[src/rtl/power_alu_pkg.sv]
// power_alu_pkg
//   Shared definitions for the power_alu_seq accumulator ALU:
//   - opcode encodings (OP_TRA..OP_CLR)
//   - flag bit positions inside the 4-bit {n, z, v, c} flag word
//   - reset value of the flag word
//   - control FSM state encoding
package power_alu_pkg;

  typedef enum logic [3:0] {
    OP_TRA = 4'd0,
    OP_INC = 4'd1,
    OP_ADD = 4'd2,
    OP_SUB = 4'd3,
    OP_DEC = 4'd4,
    OP_AND = 4'd5,
    OP_OR  = 4'd6,
    OP_XOR = 4'd7,
    OP_NEG = 4'd8,
    OP_SHL = 4'd9,
    OP_ASR = 4'd10,
    OP_MUL = 4'd11,
    OP_CLR = 4'd12
  } op_e;

  localparam int FLAG_N = 3;
  localparam int FLAG_Z = 2;
  localparam int FLAG_V = 1;
  localparam int FLAG_C = 0;

  // b resets to zero, so only z is set
  localparam logic [3:0] FLAGS_RESET = 4'b0100;

  typedef enum logic {
    ST_IDLE = 1'b0,
    ST_MUL  = 1'b1
  } state_e;

endpackage

[src/rtl/power_alu_if.sv]
// power_alu_if
//   Opcode/operand handshake and result bus between the sequencer (master)
//   and the ALU (slave).
//   in_valid, opcode, a : sequencer -> ALU, request with operand A
//   in_ready            : ALU -> sequencer, request accepted when both high
//   b, flags            : ALU -> datapath, accumulator and {n, z, v, c}
//   busy, done          : ALU -> sequencer, multiply in progress / result pulse
interface power_alu_if #(
  parameter int WIDTH = 8
);
  logic             in_valid;
  logic             in_ready;
  logic [3:0]       opcode;
  logic [WIDTH-1:0] a;
  logic [WIDTH-1:0] b;
  logic [3:0]       flags;
  logic             busy;
  logic             done;

  modport master (
    output in_valid, opcode, a,
    input  in_ready, b, flags, busy, done
  );

  modport slave (
    input  in_valid, opcode, a,
    output in_ready, b, flags, busy, done
  );
endinterface

[src/rtl/power_alu_mul_seq.sv]
// power_alu_mul_seq
//   Iterative signed multiplier: shift-add over operand magnitudes, one
//   partial product per clock, sign restored on the output.
//   clk, rst_n : clock, asynchronous active-low reset (aborts a multiply)
//   start_i    : latch a_i/b_i and begin; first partial product taken here
//   a_i, b_i   : signed WIDTH-bit operands
//   done_o     : high for the one cycle in which product_o/ovf_o are final
//   product_o  : signed 2*WIDTH-bit product
//   ovf_o      : product does not fit in WIDTH signed bits
module power_alu_mul_seq #(
  parameter int WIDTH = 8
) (
  input  logic               clk,
  input  logic               rst_n,
  input  logic               start_i,
  input  logic [WIDTH-1:0]   a_i,
  input  logic [WIDTH-1:0]   b_i,
  output logic               done_o,
  output logic [2*WIDTH-1:0] product_o,
  output logic               ovf_o
);

  localparam int            CW       = $clog2(WIDTH);
  localparam logic [CW-1:0] CNT_INIT = CW'(WIDTH - 1);
  localparam logic [CW-1:0] CNT_ONE  = CW'(1);

  // Magnitude of a two's-complement value; the most negative value maps to
  // 2^(WIDTH-1), which still fits as an unsigned WIDTH-bit number.
  function automatic logic [WIDTH-1:0] mag(input logic [WIDTH-1:0] x);
    return x[WIDTH-1] ? (~x + {{(WIDTH-1){1'b0}}, 1'b1}) : x;
  endfunction

  logic               run_q;
  logic [CW-1:0]      cnt_q;
  logic [2*WIDTH-1:0] p_q;
  logic [2*WIDTH-1:0] mcand_q;
  logic [WIDTH-1:0]   mplier_q;
  logic               neg_q;
  logic [WIDTH-1:0]   mag_a_s;
  logic [WIDTH-1:0]   mag_b_s;
  logic [WIDTH:0]     top_bits_s;

  assign mag_a_s = mag(a_i);
  assign mag_b_s = mag(b_i);

  // Shift-add datapath: start does step 0, then WIDTH-1 further steps, so the
  // product is final WIDTH-1 edges after start.
  always_ff @(posedge clk or negedge rst_n) begin
    if (!rst_n) begin
      run_q    <= 1'b0;
      cnt_q    <= '0;
      p_q      <= '0;
      mcand_q  <= '0;
      mplier_q <= '0;
      neg_q    <= 1'b0;
    end else if (start_i) begin
      run_q    <= 1'b1;
      cnt_q    <= CNT_INIT;
      p_q      <= mag_a_s[0] ? {{WIDTH{1'b0}}, mag_b_s} : '0;
      mcand_q  <= {{(WIDTH-1){1'b0}}, mag_b_s, 1'b0};
      mplier_q <= {1'b0, mag_a_s[WIDTH-1:1]};
      neg_q    <= a_i[WIDTH-1] ^ b_i[WIDTH-1];
    end else if (run_q) begin
      if (cnt_q == '0) begin
        run_q <= 1'b0;
      end else begin
        p_q      <= p_q + (mplier_q[0] ? mcand_q : '0);
        mcand_q  <= {mcand_q[2*WIDTH-2:0], 1'b0};
        mplier_q <= {1'b0, mplier_q[WIDTH-1:1]};
        cnt_q    <= cnt_q - CNT_ONE;
      end
    end
  end

  assign done_o     = run_q && (cnt_q == '0);
  assign product_o  = neg_q ? (~p_q + {{(2*WIDTH-1){1'b0}}, 1'b1}) : p_q;
  // Fits in WIDTH signed bits only if the top WIDTH+1 bits are all equal
  assign top_bits_s = product_o[2*WIDTH-1:WIDTH-1];
  assign ovf_o      = !((&top_bits_s) || !(|top_bits_s));

endmodule

[src/rtl/power_alu_seq.sv]
// power_alu_seq
//   Handshaked accumulator ALU. The registered result b is also operand B.
//   Single-cycle ops write b/flags at the accepting edge; MUL runs on the
//   iterative multiplier and writes WIDTH edges after accept.
//   clk, rst_n : clock, asynchronous active-low reset
//   bus        : power_alu_if slave (in_valid/in_ready/opcode/a in,
//                b/flags/busy/done out)
//   SAT        : 0 = two's-complement wrap, 1 = clamp on signed overflow
module power_alu_seq
  import power_alu_pkg::*;
#(
  parameter int WIDTH = 8,
  parameter int SAT   = 0
) (
  input  logic        clk,
  input  logic        rst_n,
  power_alu_if.slave  bus
);

  localparam logic [WIDTH:0] ONE_X = {{WIDTH{1'b0}}, 1'b1};

  // Clamp value in the direction of the true result's sign
  function automatic logic [WIDTH-1:0] sat_clamp(input logic neg);
    return neg ? {1'b1, {(WIDTH-1){1'b0}}} : {1'b0, {(WIDTH-1){1'b1}}};
  endfunction

  state_e             state_q;
  logic [WIDTH-1:0]   b_q;
  logic [3:0]         flags_q;
  logic               busy_q;
  logic               ready_q;
  logic               done_q;

  op_e                op_s;
  logic               accept_s;
  logic               mul_start_s;
  logic [WIDTH:0]     a_x_s;
  logic [WIDTH:0]     b_x_s;
  logic [WIDTH:0]     wide_s;
  logic [WIDTH-1:0]   raw_s;
  logic               arith_s;
  logic               keep_s;
  logic               v_s;
  logic               c_s;
  logic [WIDTH-1:0]   alu_res_d;
  logic [3:0]         alu_flags_d;

  logic               mul_done_s;
  logic               mul_ovf_s;
  logic [2*WIDTH-1:0] mul_prod_s;
  logic [WIDTH-1:0]   mul_res_d;
  logic [3:0]         mul_flags_d;

  assign op_s        = op_e'(bus.opcode);
  assign accept_s    = bus.in_valid && ready_q;
  assign mul_start_s = accept_s && (state_q == ST_IDLE) && (op_s == OP_MUL);
  assign a_x_s       = {bus.a[WIDTH-1], bus.a};
  assign b_x_s       = {b_q[WIDTH-1], b_q};

  power_alu_mul_seq #(.WIDTH(WIDTH)) u_mul (
    .clk       (clk),
    .rst_n     (rst_n),
    .start_i   (mul_start_s),
    .a_i       (bus.a),
    .b_i       (b_q),
    .done_o    (mul_done_s),
    .product_o (mul_prod_s),
    .ovf_o     (mul_ovf_s)
  );

  // Single-cycle result: arithmetic ops evaluated at WIDTH+1 bits so that
  // bit WIDTH carries the true sign for overflow detection and clamping.
  always_comb begin
    wide_s      = '0;
    raw_s       = b_q;
    arith_s     = 1'b0;
    keep_s      = 1'b0;
    c_s         = 1'b0;
    alu_flags_d = flags_q;
    case (op_s)
      OP_TRA: raw_s = bus.a;
      OP_INC: begin
        wide_s  = a_x_s + ONE_X;
        arith_s = 1'b1;
        c_s     = &bus.a;
      end
      OP_ADD: begin
        wide_s  = a_x_s + b_x_s;
        arith_s = 1'b1;
        // unsigned carry out of the WIDTH-bit add
        c_s     = (bus.a[WIDTH-1] & b_q[WIDTH-1]) |
                  ((bus.a[WIDTH-1] | b_q[WIDTH-1]) & ~wide_s[WIDTH-1]);
      end
      OP_SUB: begin
        wide_s  = a_x_s - b_x_s;
        arith_s = 1'b1;
        c_s     = bus.a < b_q;
      end
      OP_DEC: begin
        wide_s  = a_x_s - ONE_X;
        arith_s = 1'b1;
        c_s     = bus.a == '0;
      end
      OP_AND: raw_s = bus.a & b_q;
      OP_OR:  raw_s = bus.a | b_q;
      OP_XOR: raw_s = bus.a ^ b_q;
      OP_NEG: begin
        wide_s  = ~a_x_s + ONE_X;
        arith_s = 1'b1;
      end
      OP_SHL: begin
        wide_s  = {bus.a, 1'b0};
        arith_s = 1'b1;
        c_s     = bus.a[WIDTH-1];
      end
      OP_ASR: raw_s = {bus.a[WIDTH-1], bus.a[WIDTH-1:1]};
      OP_CLR: raw_s = '0;
      OP_MUL: keep_s = 1'b1;
      default: keep_s = 1'b1;
    endcase
    v_s = arith_s && (wide_s[WIDTH] != wide_s[WIDTH-1]);
    if (arith_s) begin
      alu_res_d = ((SAT != 0) && v_s) ? sat_clamp(wide_s[WIDTH]) : wide_s[WIDTH-1:0];
    end else begin
      alu_res_d = raw_s;
    end
    if (!keep_s) begin
      alu_flags_d[FLAG_N] = alu_res_d[WIDTH-1];
      alu_flags_d[FLAG_Z] = (alu_res_d == '0);
      alu_flags_d[FLAG_V] = v_s;
      alu_flags_d[FLAG_C] = c_s;
    end else begin
      alu_flags_d = flags_q;
    end
  end

  // Multiply result: wrap keeps the low half, saturation clamps on overflow
  always_comb begin
    mul_res_d   = ((SAT != 0) && mul_ovf_s) ? sat_clamp(mul_prod_s[2*WIDTH-1])
                                            : mul_prod_s[WIDTH-1:0];
    mul_flags_d = {mul_res_d[WIDTH-1], (mul_res_d == '0), mul_ovf_s, 1'b0};
  end

  // Control FSM and registered outputs
  always_ff @(posedge clk or negedge rst_n) begin
    if (!rst_n) begin
      state_q <= ST_IDLE;
      b_q     <= '0;
      flags_q <= FLAGS_RESET;
      busy_q  <= 1'b0;
      ready_q <= 1'b1;
      done_q  <= 1'b0;
    end else begin
      done_q <= 1'b0;
      case (state_q)
        ST_IDLE: begin
          if (accept_s) begin
            if (op_s == OP_MUL) begin
              state_q <= ST_MUL;
              busy_q  <= 1'b1;
              ready_q <= 1'b0;
            end else begin
              b_q     <= alu_res_d;
              flags_q <= alu_flags_d;
              done_q  <= 1'b1;
            end
          end
        end
        ST_MUL: begin
          if (mul_done_s) begin
            b_q     <= mul_res_d;
            flags_q <= mul_flags_d;
            done_q  <= 1'b1;
            busy_q  <= 1'b0;
            ready_q <= 1'b1;
            state_q <= ST_IDLE;
          end
        end
        default: begin
          state_q <= ST_IDLE;
          busy_q  <= 1'b0;
          ready_q <= 1'b1;
        end
      endcase
    end
  end

  assign bus.b        = b_q;
  assign bus.flags    = flags_q;
  assign bus.busy     = busy_q;
  assign bus.in_ready = ready_q;
  assign bus.done     = done_q;

endmodule

[src/flat_wrapper.sv]
// flat-port wrapper written by rule: the top's interface ports become plain ports
module power_alu_seq_flat import power_alu_pkg::*;
#(
  parameter int WIDTH = 8,
  parameter int SAT   = 0
)
  (clk, rst_n, bus_in_valid, bus_opcode, bus_a, bus_in_ready, bus_b, bus_flags, bus_busy, bus_done);
  power_alu_if #(.WIDTH(WIDTH)) bus_i ();
  input  logic clk;
  input  logic rst_n;
  input wire logic [$bits(bus_i.in_valid)-1:0] bus_in_valid;
  input wire logic [$bits(bus_i.opcode)-1:0] bus_opcode;
  input wire logic [$bits(bus_i.a)-1:0] bus_a;
  output wire logic [$bits(bus_i.in_ready)-1:0] bus_in_ready;
  output wire logic [$bits(bus_i.b)-1:0] bus_b;
  output wire logic [$bits(bus_i.flags)-1:0] bus_flags;
  output wire logic [$bits(bus_i.busy)-1:0] bus_busy;
  output wire logic [$bits(bus_i.done)-1:0] bus_done;
  assign bus_i.in_valid = bus_in_valid;
  assign bus_i.opcode = bus_opcode;
  assign bus_i.a = bus_a;
  assign bus_in_ready = bus_i.in_ready;
  assign bus_b = bus_i.b;
  assign bus_flags = bus_i.flags;
  assign bus_busy = bus_i.busy;
  assign bus_done = bus_i.done;
  power_alu_seq #(.WIDTH(WIDTH), .SAT(SAT)) u_core (.clk(clk), .rst_n(rst_n), .bus(bus_i));
endmodule
[config.mk]
export PLATFORM = sky130hd
export DESIGN_NAME = power_alu_seq_flat
export DESIGN_NICKNAME = d
export VERILOG_FILES = /design/src/rtl/power_alu_pkg.sv /design/src/rtl/power_alu_if.sv /design/src/rtl/power_alu_mul_seq.sv /design/src/rtl/power_alu_seq.sv /design/src/flat_wrapper.sv
export SDC_FILE = /design/constraint.sdc
export NUM_CORES = 1
export LEC_CHECK = 0
export ABC_CLOCK_PERIOD_IN_PS = 3400
export CAP_MARGIN = 20
export CORE_UTILIZATION = 45
export DETAILED_ROUTE_END_ITERATION = 8
export SETUP_SLACK_MARGIN = 0.5
export SYNTH_ARGS = -nofsm -noshare
export SYNTH_HDL_FRONTEND = slang
export SYNTH_SLANG_ARGS = --single-unit
[constraint.sdc]
create_clock -name clk -period 3.4 [get_ports clk]
set_clock_uncertainty 0.05 [all_clocks]
set_input_delay 0.68 -clock clk [delete_from_list [all_inputs] [get_ports clk]]
set_output_delay 0.68 -clock clk [all_outputs]
set_load 0.01 [all_outputs]
Word level (Yosys, flattened, before mapping)
Cells that the tools add are included.
{"block": "word_totals", "regBits": 61, "inputBits": 15, "output_inout_bits": 15, "wordCells": 129}
{"block": "classes", "addsub": 10, "n_lt_le_gt_ge": 1, "n_eq_ne": 19, "mux": 50, "bitwise": 14, "n_reduce_logical": 23}
{"cell": "16-bit two-way mux", "n": 8}
{"cell": "8-bit two-way mux", "n": 10}
{"cell": "9-bit case mux with 6 select lines", "n": 1}
{"cell": "8-bit case mux with 6 select lines", "n": 1}
{"cell": "8-bit logical NOT", "n": 3}
{"cell": "4-bit equality test, second input constant", "n": 5}
{"cell": "16-bit by 1-bit adder with 16-bit output, second input constant", "n": 1}
{"cell": "16-bit adder", "n": 1}
{"cell": "8-bit by 1-bit adder with 8-bit output, second input constant", "n": 2}
{"cell": "4-bit by 3-bit equality test with 1-bit output, second input constant", "n": 4}
{"cell": "1-bit two-way mux", "n": 16}
{"cell": "4-bit two-way mux", "n": 4}
{"cell": "16-bit inverter", "n": 1}
{"cell": "8-bit inverter", "n": 2}
{"cell": "8-bit case mux with 2 select lines", "n": 1}
{"cell": "12-bit OR reduction", "n": 1}
{"cell": "8-bit by 2-bit adder with 9-bit output, second input constant", "n": 1}
{"cell": "8-bit by 8-bit adder with 9-bit output", "n": 1}
{"cell": "9-bit by 1-bit adder with 9-bit output, second input constant", "n": 1}
{"cell": "3-bit two-way mux", "n": 3}
{"cell": "9-bit inverter", "n": 1}
{"cell": "9-bit AND reduction", "n": 1}
{"cell": "9-bit OR reduction", "n": 1}
{"cell": "8-bit by 2-bit subtractor with 9-bit output, second input constant", "n": 1}
{"cell": "other kinds (29)", "n": 46}

Logic depth before layout (Yosys ltp)
{"block": "logic_depth", "depth_word": 9, "mapped_depth": 15, "mapped_depth_nobuf": 14}

Hierarchy
From an unflattened synthesis, not the netlist that was laid out.
{"block": "unflattened", "hier_cells": 877, "hier_area_um2": 6756.5}
{"module": "power_alu_mul_seq", "n_inst": 1, "cells_each": 453, "area_per_inst_um2": 3515.9, "seq_area_each_um2": 1076.0}
{"module": "power_alu_seq", "n_inst": 1, "cells_each": 424, "area_per_inst_um2": 3240.6, "seq_area_each_um2": 402.9}

Least setup slack after synthesis
Ideal clock, no wire load.
{"block": "synth_path", "path_type": "input to register", "startpoint": "in bus_a[1]", "endpoint": "reg u_core.b_q[7], in the netlist u_core.bus.b[7]", "setup_time_ns": 0.125, "t_arrival_ns": 3.677, "t_required_ns": 3.225, "slack_ns": -0.451, "path_stages": 15, "path_buffers": 1, "path_cell_list": "clkbuf_1 inv_1 ha_1 a21o_1 a21oi_1 o21ai_0 a21o_1 a21o_1 fa_1 a22oi_1 o21ai_0 a21oi_1 o211ai_1 a31o_2 mux2_2"}
{"block": "synth_between", "elab_chain_len": 7, "word_cells_on_any_way": 11, "cone_classes": "5 x add/sub; 5 x mux; 1 x bitwise"}
{"element": "from (decl)", "line": "flat_wrapper.sv:13", "text": "input wire logic [$bits(bus_i.a)-1:0] bus_a;"}
{"element": "9-bit inverter", "line": "power_alu_seq.sv:108", "text": "wide_s = ~a_x_s + ONE_X;"}
{"element": "9-bit by 1-bit adder with 9-bit output", "line": "power_alu_seq.sv:108"}
{"element": "9-bit case mux with 6 select lines (*)", "line": "power_alu_seq.sv:80", "text": "case (op_s)"}
{"element": "8-bit two-way mux (*)", "line": "power_alu_seq.sv:122", "text": "if (arith_s) begin"}
{"element": "8-bit two-way mux (*)", "line": "power_alu_seq.sv:158", "text": "if (op_s == OP_MUL) begin"}
{"element": "8-bit two-way mux (*)", "line": "power_alu_seq.sv:157", "text": "if (accept_s) begin"}
{"element": "8-bit case mux with 2 select lines (*)", "line": "power_alu_seq.sv:155", "text": "case (state_q)"}
{"element": "to (signal assigned)", "line": "power_alu_seq.sv:163", "text": "b_q <= alu_res_d;"}
{"element": "to (signal assigned)", "line": "power_alu_seq.sv:171", "text": "b_q <= mul_res_d;"}
{"element": "to (decl)", "line": "power_alu_seq.sv:28", "text": "logic [WIDTH-1:0] b_q;"}
Mark *: on every way between the ends. The rest lies on a longest branch, timed or not. The select of a mux whose other input is x is not followed.
A chain may end at the register's enable or synchronous reset.

Worst setup path in the final report
{"block": "layout_path", "startpoint": "reg u_core.b_q[1], in the netlist u_core.bus.b[1]", "endpoint": "reg u_core.b_q[7], in the netlist u_core.bus.b[7]"}
{"block": "layout_between", "elab_chain_len": 6, "word_cells_on_any_way": 7, "cone_classes": "2 x add/sub; 5 x mux"}
{"element": "8-bit by 8-bit subtractor with 9-bit output / 8-bit by 8-bit adder with 9-bit output (equally long branches)", "line": "power_alu_seq.sv:95, power_alu_seq.sv:88"}
{"element": "9-bit case mux with 6 select lines (*)", "line": "power_alu_seq.sv:80"}
{"element": "8-bit two-way mux (*)", "line": "power_alu_seq.sv:122"}
{"element": "8-bit two-way mux (*)", "line": "power_alu_seq.sv:158"}
{"element": "8-bit two-way mux (*)", "line": "power_alu_seq.sv:157"}
{"element": "8-bit case mux with 2 select lines (*)", "line": "power_alu_seq.sv:155"}
Marked as above.

==> metrics.txt <==
status=finished clean; R2R cell count=14; RSZ-0062 raised after global routing=true; Synthesis Warnings=0; final setup vio count=0; GRT Util Overall=0.333; Pint=3.18 mW; Worst EP arrival=3240 ps; worst skew pair latency=330 ps; ys async rst share=1.00; Worst path top cell family by delay=compound AO/OA/AOI/OAI gates; proportion of layout cells with a drive suffix above 1=0.256; grt ovf=0; vias in the first global route=6791; antenna diode count=0; leakage power=3.61 nW; min Tclk post-route=3070 ps; flops & latches, synth=59; Setup CP Type=flop to flop; detailed-route wire length per cell=20.4 um; initial antenna violation count=0; Setup crit start kind=flop; first-pass GRT wire length=36100 um; met1 GRT Util=0.398; P_sw=2.65 mW; max-slew violations=0; DIE HEIGHT=119 um; CP Depth=14; Clock Power Share=0.145; Syn Nets=871; most frequent CP cell=a21o_1; fill count=1194; worst path bufs/invs=1; max_cap viols=0; worst vdd ir=0.000282 V; CP required=3570 ps; register area share after synthesis=0.241; die area=14100 um2; # H-tree levels=3; HP Class=primary input to asynchronous set/reset pin; crit path from=u_core.bus.b[1]; R2R Path Start=u_core.bus.b[1]; Worst Max-Slew Pin Slew=1050 ps; GR Util met2=0.587; Power Density=710 nW/um2; grt peak-use layer=met2; most common flop cell mapped by yosys=dfrtp_1; port buffer count=29; PnR Total Power=5.83 mW; Sw Share=0.455; via-per-instance ratio=6.07; Worst Setup End Kind=flop; CP max stage delay=450 ps; final hold vios=0; Bufs on Longest Clock Path=2; crit path max fanout=4; combinational share of power=0.616; Flop pwr share=0.240; CTS tree=done; clk sinks=59; Post-Syn Area=6150 um2; Max Freq=326 MHz; Netlist cell types=78; Reg clk slew, reported paths=60 ps; # nets final=1007; HPWL after DPL=17800 um; met3 Track Usage GR=0.0374; number of top-level pins=30; Rel. slew slack=0.299; largest net degree at the start of global routing=49; DR vias=6805; drt pass-1 iters=5; Routability Congestion=0.928; clk root buf=clkbuf_16; Initial Util=0.462; Hold WS=233 ps; P&R area growth vs syn=33.5%; residual DRC count=0; crit path cell chain=inv_2, ha_4, a21o_1, a21oi_4, o21ai_2, a21o_1, a21o_1, fa_1, a22oi_1, o21ai_1, a21oi_2, o211ai_1, a31o_2, mux2_2; DRT Wirelength=22900 um; slowest library cell on the worst path=dfrtp_2; crit share post-route=0.902; Core Footprint=13300 um2; Synth Instances=805; Post-synth EDFFs=0; initial detailed-routing violation count=467; Rows=42; Routed Antenna Nets=0; die width=119 um; Num CTS Buffers=9; Avg Inst Size Synth=7.63 um2
==> final cells by class <==
class,count,area (um2),share of cell area
inverter,36,143,0.0174
sequential,59,1480,0.180
timing repair buffer,181,1500,0.182
clock inverter,4,25.0,0.00305
clock buffer,12,256,0.0313
multi-input combinational,654,4590,0.559
tap,176,220,0.0268
==> routing by layer <==
metal,routed length [um],part of all wire,up-vias
li1,-,-,3195
met1,9430,0.41,3298
met2,11400,0.50,237
met3,986,0.043,75
met4,1120,0.049,0
met5,0,0,-
==> flip-flops by register name, summed over array words and instances (netlist names) <==
| register | count |
|---|---|
| u_core.state_q | 1 |
| u_core.u_mul.neg_q | 1 |
| u_core.u_mul.cnt_q | 3 |
| u_core.bus.done | 1 |
| u_core.bus.in_ready | 1 |
| u_core.u_mul.run_q | 1 |
| u_core.u_mul.mcand_q | 15 |
| u_core.u_mul.mplier_q | 7 |
| u_core.bus.flags | 4 |
| u_core.bus.busy | 1 |
| u_core.bus.b | 8 |
| u_core.u_mul.p_q | 16 |
==> what timing repair did <==
item,CTS,global route
endpoints found under the setup margin,13,10
pin swaps,24,5
gates resized for setup,87,12
buffers inserted,14,3
hold buffers,0,0
endpoints found under the hold margin,0,0
cloned,0,0
==> placed cells by master (no fill, tap or decap), drive strengths merged, types with 5 or more instances in the layout <==
master / instances
a31oi: 23
nor4: 11
ha: 47
a21o: 9
dfrtp: 57
a221o: 5
clkdlybuf4s50: 18
o211ai: 13
nand2: 116
and2: 20
nand3: 20
nor2: 56
mux2: 5
buf: 160
or3: 7
and3: 11
nand2b: 6
o21ai: 56
o22ai: 10
o21bai: 5
mux2i: 9
xnor2: 29
nor2b: 9
a22oi: 11
o31ai: 6
clkbuf: 12
xor2: 13
a21oi: 52
nor3: 17
inv: 36
==> cell families (layout without fill, tap and decap cells) <==
logic type | after synthesis | in the layout | share of synthesized area
and+or+nand+nor | 296 | 296 | 0.230
AOI/OAI and AO/OA | 251 | 251 | 0.278
buffers and inverters | 92 | 233 | 0.0594
DFF | 59 | 59 | 0.241
adders and majority gates | 51 | 51 | 0.109
xor gates and xnor gates | 42 | 42 | 0.0599
muxes | 14 | 14 | 0.0238
==> synth_stat cells, types with 20 or more instances <==
master	n	area, um2
a21oi_1	51	255
a31oi_1	22	138
and2_1	20	125
clkbuf_1	42	158
dfrtp_1	57	1430
ha_1	47	588
inv_1	36	135
nand2_1	116	435
nand3_1	20	100
nor2_1	56	210
o21ai_0	55	275
xnor2_1	29	254
==> stage by stage <==
step	instances	setup slack [ps]	setup TNS, ps	utilization	cell area (um2)
CTS	1118	276	0	0.609	8100
global route	1122	185	0	0.617	8210
finish	1122	335	0	0.617	8210
floorplan	805	133	0	-	6240
global placement	1088	-571	-2680	0.564	7500
detailed placement	1088	-576	-2870	0.564	7500
==> power groups by stage <==
stage | clock network, mW | registers [mW] | logic, mW
after CTS | 0.856 | 1.38 | 3.51
after detailed placement | 0 | 1.39 | 3.35
after global placement | 0 | 1.37 | 3.29
final | 0.844 | 1.40 | 3.59
after global routing | 0.887 | 1.45 | 3.91
after floorplan | 0 | 1.29 | 2.14
==> final timing paths <==
path	to	slack (ps)
max in group asynchronous	u_core.u_mul.mplier_q[1]	2360
worst max-delay path	u_core.bus.b[7]	330
min in group clk	u_core.bus.in_ready	430
worst min register to register	u_core.bus.in_ready	430
worst max register to register	u_core.bus.b[7]	330
worst min-delay path	u_core.u_mul.cnt_q[1]	230
==> worst register-to-register path, cell delays in order (launching register included) <==
cell and delay [ps]:
dfrtp_2 450, inv_2 100, ha_4 200, a21o_1 190, a21oi_4 160, o21ai_2 80
a21o_1 160, a21o_1 160, fa_1 420, a22oi_1 170, o21ai_1 110, a21oi_2 130
o211ai_1 110, a31o_2 220, mux2_2 250
(Power assumes the default switching activity.)
